--- src/rtl/seg_scan_display_if.sv ---
// seg_scan_display_if: debug-word inputs, step button and 7-segment outputs of seg_scan_display
interface seg_scan_display_if;
   logic [1:0] sel;
   logic [15:0] sign1;
   logic [15:0] sign2;
   logic [15:0] sign3;
   logic [15:0] sign4;
   logic dp_in;
   logic btn_raw;
   logic [3:0] an;
   logic [7:0] seg;
   logic btn_level;
   logic step_pulse;
   modport master (
      output sel, sign1, sign2, sign3, sign4, dp_in, btn_raw,
      input an, seg, btn_level, step_pulse
   );
   modport slave (
      input sel, sign1, sign2, sign3, sign4, dp_in, btn_raw,
      output an, seg, btn_level, step_pulse
   );
endinterface

--- src/rtl/seg_scan_display.sv ---
// seg_scan_display: 4-digit hex scan of a selected debug word plus step-button debouncer.
// Optional SEG_DP_REGWRE_EN lights the dot on digit 2 from the RegWre bit captured at frame start.
module seg_scan_display #(
   parameter int CLK_DIV = 50000,
   parameter int DEBOUNCE_CYCLES = 1000000
) (
   input logic CLK,
   input logic Reset,
   seg_scan_display_if.slave bus
);
   localparam int SW = $clog2(CLK_DIV);
   localparam int DW = $clog2(DEBOUNCE_CYCLES);
   localparam logic [SW-1:0] S_LAST = SW'(CLK_DIV - 1);
   localparam logic [DW-1:0] D_LAST = DW'(DEBOUNCE_CYCLES - 1);

   function automatic logic [6:0] hex7(input logic [3:0] h);
      case (h)
         4'h0: hex7 = 7'b1000000;
         4'h1: hex7 = 7'b1111001;
         4'h2: hex7 = 7'b0100100;
         4'h3: hex7 = 7'b0110000;
         4'h4: hex7 = 7'b0011001;
         4'h5: hex7 = 7'b0010010;
         4'h6: hex7 = 7'b0000010;
         4'h7: hex7 = 7'b1111000;
         4'h8: hex7 = 7'b0000000;
         4'h9: hex7 = 7'b0010000;
         4'hA: hex7 = 7'b0001000;
         4'hB: hex7 = 7'b0000011;
         4'hC: hex7 = 7'b1000110;
         4'hD: hex7 = 7'b0100001;
         4'hE: hex7 = 7'b0000110;
         default: hex7 = 7'b0001110;
      endcase
   endfunction

   logic [SW-1:0] scan;
   logic [1:0] idx;
   logic [15:0] shadow;
   logic tick, wrap, dp_n;
   logic [1:0] idx_n;
   logic [15:0] word, shadow_n;
   logic [3:0] nib;

   // seg/an are computed from the post-edge index and shadow so both change together
   always_comb begin
      tick = scan == S_LAST;
      wrap = tick && idx == 2'd3;
      idx_n = idx + 2'd1;
      word = bus.sel == 2'd0 ? bus.sign1 : bus.sel == 2'd1 ? bus.sign2 :
             bus.sel == 2'd2 ? bus.sign3 : bus.sign4;
      shadow_n = wrap ? word : shadow;
      nib = shadow_n[{idx_n, 2'b00} +: 4];
   end

`ifdef SEG_DP_REGWRE_EN
   logic shadow_dp;
   always_comb dp_n = ~((wrap ? bus.dp_in : shadow_dp) && idx_n == 2'd2);
   always_ff @(posedge CLK or posedge Reset)
      if (Reset) shadow_dp <= 1'b0;
      else if (wrap) shadow_dp <= bus.dp_in;
`else
   always_comb dp_n = 1'b1;
`endif

   always_ff @(posedge CLK or posedge Reset) begin
      if (Reset) begin
         scan <= '0;
         idx <= 2'd0;
         shadow <= 16'h0000;
         bus.an <= 4'b1110;
         bus.seg <= 8'hC0;
      end else begin
         scan <= tick ? '0 : scan + 1'b1;
         if (tick) begin
            idx <= idx_n;
            shadow <= shadow_n;
            bus.an <= ~(4'b0001 << idx_n);
            bus.seg <= {dp_n, hex7(nib)};
         end
      end
   end

   logic s0, s1, db_hit;
   logic [DW-1:0] dcnt;

   always_comb db_hit = s1 != bus.btn_level && dcnt == D_LAST;

   always_ff @(posedge CLK or posedge Reset) begin
      if (Reset) begin
         s0 <= 1'b0;
         s1 <= 1'b0;
         dcnt <= '0;
         bus.btn_level <= 1'b0;
         bus.step_pulse <= 1'b0;
      end else begin
         s0 <= bus.btn_raw;
         s1 <= s0;
         dcnt <= (s1 == bus.btn_level || db_hit) ? '0 : dcnt + 1'b1;
         if (db_hit) bus.btn_level <= s1;
         bus.step_pulse <= db_hit && s1;
      end
   end
endmodule
--- src/flat_wrapper.sv ---
// flat-port wrapper written by rule: the top's interface ports become plain ports
module seg_scan_display_flat 
#(
   parameter int CLK_DIV = 50000,
   parameter int DEBOUNCE_CYCLES = 1000000
)
  (CLK, Reset, bus_sel, bus_sign1, bus_sign2, bus_sign3, bus_sign4, bus_dp_in, bus_btn_raw, bus_an, bus_seg, bus_btn_level, bus_step_pulse);
  seg_scan_display_if bus_i ();
  input logic CLK;
  input logic Reset;
  input wire logic [$bits(bus_i.sel)-1:0] bus_sel;
  input wire logic [$bits(bus_i.sign1)-1:0] bus_sign1;
  input wire logic [$bits(bus_i.sign2)-1:0] bus_sign2;
  input wire logic [$bits(bus_i.sign3)-1:0] bus_sign3;
  input wire logic [$bits(bus_i.sign4)-1:0] bus_sign4;
  input wire logic [$bits(bus_i.dp_in)-1:0] bus_dp_in;
  input wire logic [$bits(bus_i.btn_raw)-1:0] bus_btn_raw;
  output wire logic [$bits(bus_i.an)-1:0] bus_an;
  output wire logic [$bits(bus_i.seg)-1:0] bus_seg;
  output wire logic [$bits(bus_i.btn_level)-1:0] bus_btn_level;
  output wire logic [$bits(bus_i.step_pulse)-1:0] bus_step_pulse;
  assign bus_i.sel = bus_sel;
  assign bus_i.sign1 = bus_sign1;
  assign bus_i.sign2 = bus_sign2;
  assign bus_i.sign3 = bus_sign3;
  assign bus_i.sign4 = bus_sign4;
  assign bus_i.dp_in = bus_dp_in;
  assign bus_i.btn_raw = bus_btn_raw;
  assign bus_an = bus_i.an;
  assign bus_seg = bus_i.seg;
  assign bus_btn_level = bus_i.btn_level;
  assign bus_step_pulse = bus_i.step_pulse;
  seg_scan_display #(.CLK_DIV(CLK_DIV), .DEBOUNCE_CYCLES(DEBOUNCE_CYCLES)) u_core (.CLK(CLK), .Reset(Reset), .bus(bus_i));
endmodule
--- config.mk ---
export PLATFORM = sky130hd
export DESIGN_NAME = seg_scan_display_flat
export DESIGN_NICKNAME = d
export VERILOG_FILES = /design/src/rtl/seg_scan_display_if.sv /design/src/rtl/seg_scan_display.sv /design/src/flat_wrapper.sv
export SDC_FILE = /design/constraint.sdc
export NUM_CORES = 1
export LEC_CHECK = 0
export ABC_AREA = 1
export BUFFER_PORTS_ARGS = -buffer_cell sky130_fd_sc_hd__buf_2
export CAP_MARGIN = 20
export CORE_MARGIN = 10
export CORE_UTILIZATION = 60
export CTS_BUF_LIST = sky130_fd_sc_hd__clkbuf_8
export DETAILED_ROUTE_END_ITERATION = 10
export PLACE_DENSITY = 0.82
export SLEW_MARGIN = 20
export SYNTH_ARGS = -nofsm -noshare
export SYNTH_HDL_FRONTEND = slang
export SYNTH_SLANG_ARGS = --single-unit
--- constraint.sdc ---
create_clock -name CLK -period 6.8 [get_ports CLK]
set_clock_uncertainty 0.05 [all_clocks]
set_input_delay 2.04 -clock CLK [delete_from_list [all_inputs] [get_ports CLK]]
set_output_delay 2.04 -clock CLK [all_outputs]
set_load 0.005 [all_outputs]
==> impl_metrics.toml, run 1 <==
[setup_path]
critPathMaxFanout = 17
arrival_ns = 4.56
end_kind = "flop"
crit_path_start_kind = "input pin"
cp_data_required_time_ns = 6.99
crit_type = "input pin to flop"

[floorplanning]
die_w_um = 102
core_area_um2 = 6460
core.rowCount = 29
ios = 84
die_h_um = 102
initial_core_util = 0.626
design.die.area_um2 = 10400

[final_layout]
final_cells = 706
drive_gt1_frac = 0.215
n_fill_cell = 498
multi_input_area_um2 = 2030
antenna_cells = 0
final_nets = 706
seqCellArea_um2 = 1730
fin_area_um2 = 4640
post-route-util = 0.718
areaGrowthSynthToFinish_pct = 14.7

[routing]
drt_iter0_drc = 155
drtAntennaViolNets = 0
drc = 0
wire_per_inst_um = 13.0
first_pass_iters = 4
vias_per_cell = 5.30
num_vias = 3741
routed_wirelength_mm = 9.19

[clocking]
cts_tree = "yes"
clock_sinks = 69
post_cts_buffers = 0
h-tree-depth = 3
clock_latency_ns = 0.35
post_cts_resized = 0
ctsHoldBuffers = 0
cts_buffer_depth = 2
clk_pin_slew_ns = 0.07
root_buffer = "clkbuf_8"
cts_made_buffers = 9

[pwr]
sequentialPowerShare = 0.531
swShare = 0.243
power_density_nw_per_um2 = 168
comb_power_share = 0.083
switchingPower_mw = 0.189
power_mw = 0.779
p_int_mw = 0.589
leakage_nw = 2.33
clockPowerShare = 0.386
vdd_drop_max_mv = 0.120

[placement]
dpl-instance-area_um2 = 4460
gp_congestion = 0.810
post-place-ws_ns = 2.09
place_inst = 690
place_hpwl_mm = 7.07
portBuffers = 81

[grt]
grt_pass1_vias = 3571
overflow = 0
grt_max_degree = 42
grt_usage = 0.186
antenna_found_initial = 0
grt_pass1_wl_mm = 15.6

[sta]
max_freq_mhz = 229
worst_pin_slew_ns = 0.672
timing.final.ws_setup_ns = 2.43
final_hold_viol_count = 0
period_share = 0.642
whs_ns = 0.309
setup_tns_ns = 0
finalWorstPathRequiredPeriod_ns = 4.37
rsz0062_at_grt = "no"
slew_headroom = 0.551
drv_slew = 0
final-setup-viol-count = 0

[logic_synthesis]
ys_seq_area_frac = 0.428
synth_cells = 547
ys_seq_elements = 69
syn_area_per_cell_um2 = 7.39
synth_warnings = 0
syn-num-nets = 629
syn_area_um2 = 4040
ys_types = 42

[min_path]
holdCritPathClass = "flop to flop"

[status]
status = "finished clean"

[run]
cap_viol_max_count = 0
## final timing paths
path / start / end / slack, ns / cells after the start
max in group asynchronous: Reset / u_core.bus.an[3] / 4.04 / 3
min: u_core.s0 / u_core.s1 / 0.31 / 0
max reg2reg: u_core.scan[0] / u_core.bus.seg[2] / 3.77 / 17
max: bus_sel[1] / u_core.bus.seg[3] / 2.43 / 18
min in group asynchronous: Reset / u_core.dcnt[10] / 1.70 / 2
min reg2reg: u_core.s0 / u_core.s1 / 0.31 / 0
## worst max-delay path, cell delays in order
cell and delay [ns]:
buf_2 0.17, nor2_2 0.50, inv_1 0.42, nand3_1 0.19, nand2_1 0.06, nand2_1 0.08, nand2_1 0.08, nand2_1 0.06
nand3_1 0.09, nand2_2 0.18, inv_2 0.07, ha_1 0.21, inv_1 0.08, nand3_1 0.07, nand3_1 0.09, nand2_1 0.06
nand2_1 0.05, nand2_1 0.06
## cell type report
type	count	share of cell area
sequential	69	0.373
multi-input combinational	413	0.439
clock buffer	11	0.0326
tap	77	0.0208
timing repair buffer	82	0.0890
clock inverter	5	0.00566
inverter	49	0.0402
## cell usage in the layout (no fill, tap or decap), types with 3 or more instances in the layout
cell type and instances:
ha_1 12, clkbuf_8 11, nor2_2 3, nand4_1 6, inv_2 3, xor2_1 5, nor2_1 38, nor3_1 13
nand3_2 4, or2_2 11, buf_2 81, clkinv_2 3, clkinv_1 3, dfrtp_1 65, o21ai_0 18, nand2_2 8
inv_1 43, a21oi_1 20, nand2_1 173, nand3_1 79, dfstp_2 4
## sequential cells by signal (all words and copies together) (netlist names)
register               cells
u_core.s1                  1
u_core.idx                 2
u_core.bus.an              4
u_core.bus.step_pulse      1
u_core.shadow             16
u_core.s0                  1
u_core.scan               16
u_core.bus.btn_level       1
u_core.dcnt               20
u_core.bus.seg             7
## cells in the mapped netlist, drive strengths merged
library cell / n / area [um2]
buf: 13 / 80.1
nand3: 83 / 435
nand2: 182 / 711
and3: 1 / 6.26
o21a: 1 / 7.51
nand4: 6 / 37.5
a31oi: 1 / 6.26
o21bai: 1 / 7.51
nor3: 14 / 75.1
nor4: 2 / 12.5
nor3b: 2 / 15.0
nand3b: 2 / 15.0
clkbuf: 3 / 11.3
xor2: 5 / 43.8
ha: 12 / 150
nor2: 43 / 193
inv: 46 / 175
or2: 14 / 87.6
dfstp: 4 / 105
o211ai: 2 / 15.0
o21ai: 18 / 90.1
xnor2: 1 / 8.76
clkinv: 3 / 11.3
and2: 1 / 6.26
a21oi: 20 / 100
a211oi: 1 / 7.51
conb: 1 / 3.75
dfrtp: 65 / 1630
## logic make-up (layout without fill, tap and decap cells)
group                      count (synthesis)  in the layout  synth area share
xor gates and xnor gates                   6              6            0.0130
adders and majority gates                 12             12            0.0371
buffers and inverters                     65            147            0.0687
DFF                                       69             69             0.428
AOI/OAI and AO/OA                         44             44            0.0579
and+or+nand+nor                          350            350             0.394
other                                      1              1          0.000927
## layer usage
metal,up-vias,routed length [um],global-route usage
met1,1722,3840,0.214
met4,0,165,0.0618
met5,-,0,0
met3,18,553,0.0580
met2,89,4640,0.321
li1,1912,-,-
## power by group through the flow
stage          combinational [mW]  clock (mW)  sequential [mW]
6_report                   0.0648       0.300            0.414
5_1_grt                    0.0749       0.324            0.414
4_1_cts                    0.0658       0.306            0.414
3_5_place_dp               0.0657           0            0.421
3_3_place_gp               0.0636           0            0.421
2_1_floorplan              0.0406           0            0.421
Power figures use the tool's default switching activity.
==> run 2, diff against run 1 <==
--- a/config.mk
+++ b/config.mk
@@ -9,10 +9,10 @@
 export BUFFER_PORTS_ARGS = -buffer_cell sky130_fd_sc_hd__buf_2
 export CAP_MARGIN = 20
 export CORE_MARGIN = 10
-export CORE_UTILIZATION = 60
+export CORE_UTILIZATION = 51
 export CTS_BUF_LIST = sky130_fd_sc_hd__clkbuf_8
 export DETAILED_ROUTE_END_ITERATION = 10
-export PLACE_DENSITY = 0.82
+export PLACE_DENSITY = 0.74
 export SLEW_MARGIN = 20
 export SYNTH_ARGS = -nofsm -noshare
 export SYNTH_HDL_FRONTEND = slang
==> constraint.sdc (replaced) <==
create_clock -name CLK -period 3.7 [get_ports CLK]
set_clock_uncertainty 0.05 [all_clocks]
set_input_delay 1.11 -clock CLK [delete_from_list [all_inputs] [get_ports CLK]]
set_output_delay 1.11 -clock CLK [all_outputs]
set_load 0.005 [all_outputs]
==> run 2 against run 1 <==
Non-clock buffer count up 3. Clock-buffer cell count unchanged. Global-route usage is 2.3 points lower. Sequential power up 84%. Clock power grew 110%. Register-to-register slack worse by 2.9 ns. Critical path depth up 1. Design area rose by 2.1%. Flip-flop and latch count did not move. Critical path type unchanged. Highest routed layer unchanged.
==> impl_metrics.toml, run 2 (synthesis gave the netlist of run 1 again) <==
[clocking]
post_cts_resized = 0
post_cts_buffers = 0
cts_tree = "yes"
clock_sinks = 69
ctsHoldBuffers = 0
clk_pin_slew_ns = 0.08
cts_made_buffers = 9
clock_latency_ns = 0.34
cts_buffer_depth = 2
root_buffer = "clkbuf_8"
h-tree-depth = 3

[floorplanning]
die_w_um = 109
ios = 84
core.rowCount = 32
design.die.area_um2 = 11900
initial_core_util = 0.523
core_area_um2 = 7730
die_h_um = 109

[setup_path]
crit_path_start_kind = "input pin"
arrival_ns = 3.23
r2r_cells = 13
crit_type = "input pin to flop"
critPathMaxFanout = 12
end_kind = "flop"
reg2reg_from = "u_core.idx[0]"
crit_path_start = "bus_sel[1]"
r2r_slack_ns = 0.91
r2r_end = "u_core.bus.seg[3]"
cp_data_required_time_ns = 3.88
crit_end = "u_core.bus.seg[3]"

[routing]
routed_wirelength_mm = 9.32
highest_layer = "met4"
num_vias = 3713
met2_length_mm = 4.93
drc = 0
drt_iter0_drc = 151
wl_met1_mm = 3.96
drtAntennaViolNets = 0
wire_per_inst_um = 12.7
first_pass_iters = 4
vias_per_cell = 5.06
dr_wl_met3_um = 335

[pwr]
clockPowerShare = 0.418
vdd_drop_max_mv = 0.215
comb_power_share = 0.081
leakage_nw = 2.35
swShare = 0.236
p_int_mw = 1.16
power_density_nw_per_um2 = 321
sequentialPowerShare = 0.500
switchingPower_mw = 0.359

[grt]
grt_usage = 0.163
overflow = 0
grt_max_degree = 38
grt_pass1_vias = 3653
grt_pass1_wl_mm = 16.0
antenna_found_initial = 0

[status]
status = "finished clean"

[placement]
gp_congestion = 0.801
place_hpwl_mm = 7.17
portBuffers = 81
place_inst = 718

[final_layout]
layout_common_cells = "nand2_1 (173), buf_2 (81), nand3_1 (79)"
drive_gt1_frac = 0.220
largest_register = "u_core.dcnt"
seqCellArea_um2 = 1730
areaGrowthSynthToFinish_pct = 17.2
final_nets = 709
final_common_cell = "nand2_1"
reg_top3 = "u_core.dcnt: 20 flops, u_core.scan: 16 flops, u_core.shadow: 16 flops"
multi_input_area_um2 = 2030
final_cells = 734
n_fill_cell = 689
antenna_cells = 0
largest_reg_flops = 20

[sta]
period_share = 0.824
worst_pin_slew_ns = 0.699
final_hold_viol_count = 0
slew_headroom = 0.533
drv_slew = 0
final-setup-viol-count = 0
setup_tns_ns = 0
rsz0062_at_grt = "no"
max_freq_mhz = 328
finalWorstPathRequiredPeriod_ns = 3.05

[min_path]
holdCritPathClass = "flop to flop"

[run]
cap_viol_max_count = 0
[run 2: cell types whose count changed in the layout (fill, tap and decap cells not counted)]
cell / delta
buf_4: +2
clkinv_2: -2
buf_12: +1
bufinv_16: +1
clkinv_4: +1
clkinvlp_4: +1
inv_1: -1
[run 2: layout make-up]
type / count / area share
clock buffer: 11 / 0.0320
clock inverter: 5 / 0.0124
inverter: 49 / 0.0393
multi-input combinational: 413 / 0.429
sequential: 69 / 0.365
tap: 102 / 0.0269
timing repair buffer: 85 / 0.0945
[run 2: worst min-delay path by stage]
stage / cells after the start / from / end
after detailed placement: 0 / u_core.s0 / u_core.s1
final: 0 / u_core.s0 / u_core.s1
after global placement: 0 / u_core.s0 / u_core.s1
after floorplan: 0 / u_core.s0 / u_core.s1
after CTS: 0 / u_core.s0 / u_core.s1
after global routing: 0 / u_core.s0 / u_core.s1
[run 2: critical path, stage by stage]
cell and delay [ns]:
buf_2 0.21, inv_1 0.10, nor2_1 0.34, nand2_1 0.09, nand3_1 0.08, nand3_1 0.08
nand2_1 0.08, nand2_1 0.05, nand2_1 0.08, nand2_1 0.06, nand3_1 0.13, nand2_1 0.14
ha_1 0.26, inv_1 0.08, nand3_1 0.08, nand3_1 0.09, nand2_1 0.06, nand2_1 0.05
nand2_1 0.05
[run 2: metal layers]
layer  global-route usage  up-vias
met2                0.301       64
met1                0.182     1713
li1                     -     1927
met4               0.0443        0
met5                    0        -
met3               0.0383        9
[run 2: power by group through the flow]
| stage | combinational, mW | clock [mW] | sequential, mW |
|---|---|---|---|
| 6_report | 0.123 | 0.635 | 0.760 |
| 5_1_grt | 0.142 | 0.687 | 0.760 |
| 4_1_cts | 0.126 | 0.656 | 0.760 |
| 3_5_place_dp | 0.125 | 0 | 0.775 |
| 3_3_place_gp | 0.122 | 0 | 0.774 |
| 2_1_floorplan | 0.0747 | 0 | 0.774 |
[run 2: metrics by stage]
step           hold WS (ns)  total power [mW]   util  cell area, um2  worst slack [ns]
2_1_floorplan         0.281             0.849      -            4040             0.807
3_3_place_gp          0.286             0.896  0.586            4530             0.374
3_5_place_dp          0.302             0.900  0.586            4530             0.324
4_1_cts               0.319              1.54  0.613            4740             0.682
5_1_grt               0.323              1.59  0.613            4740             0.437
6_report              0.315              1.52  0.613            4740             0.650
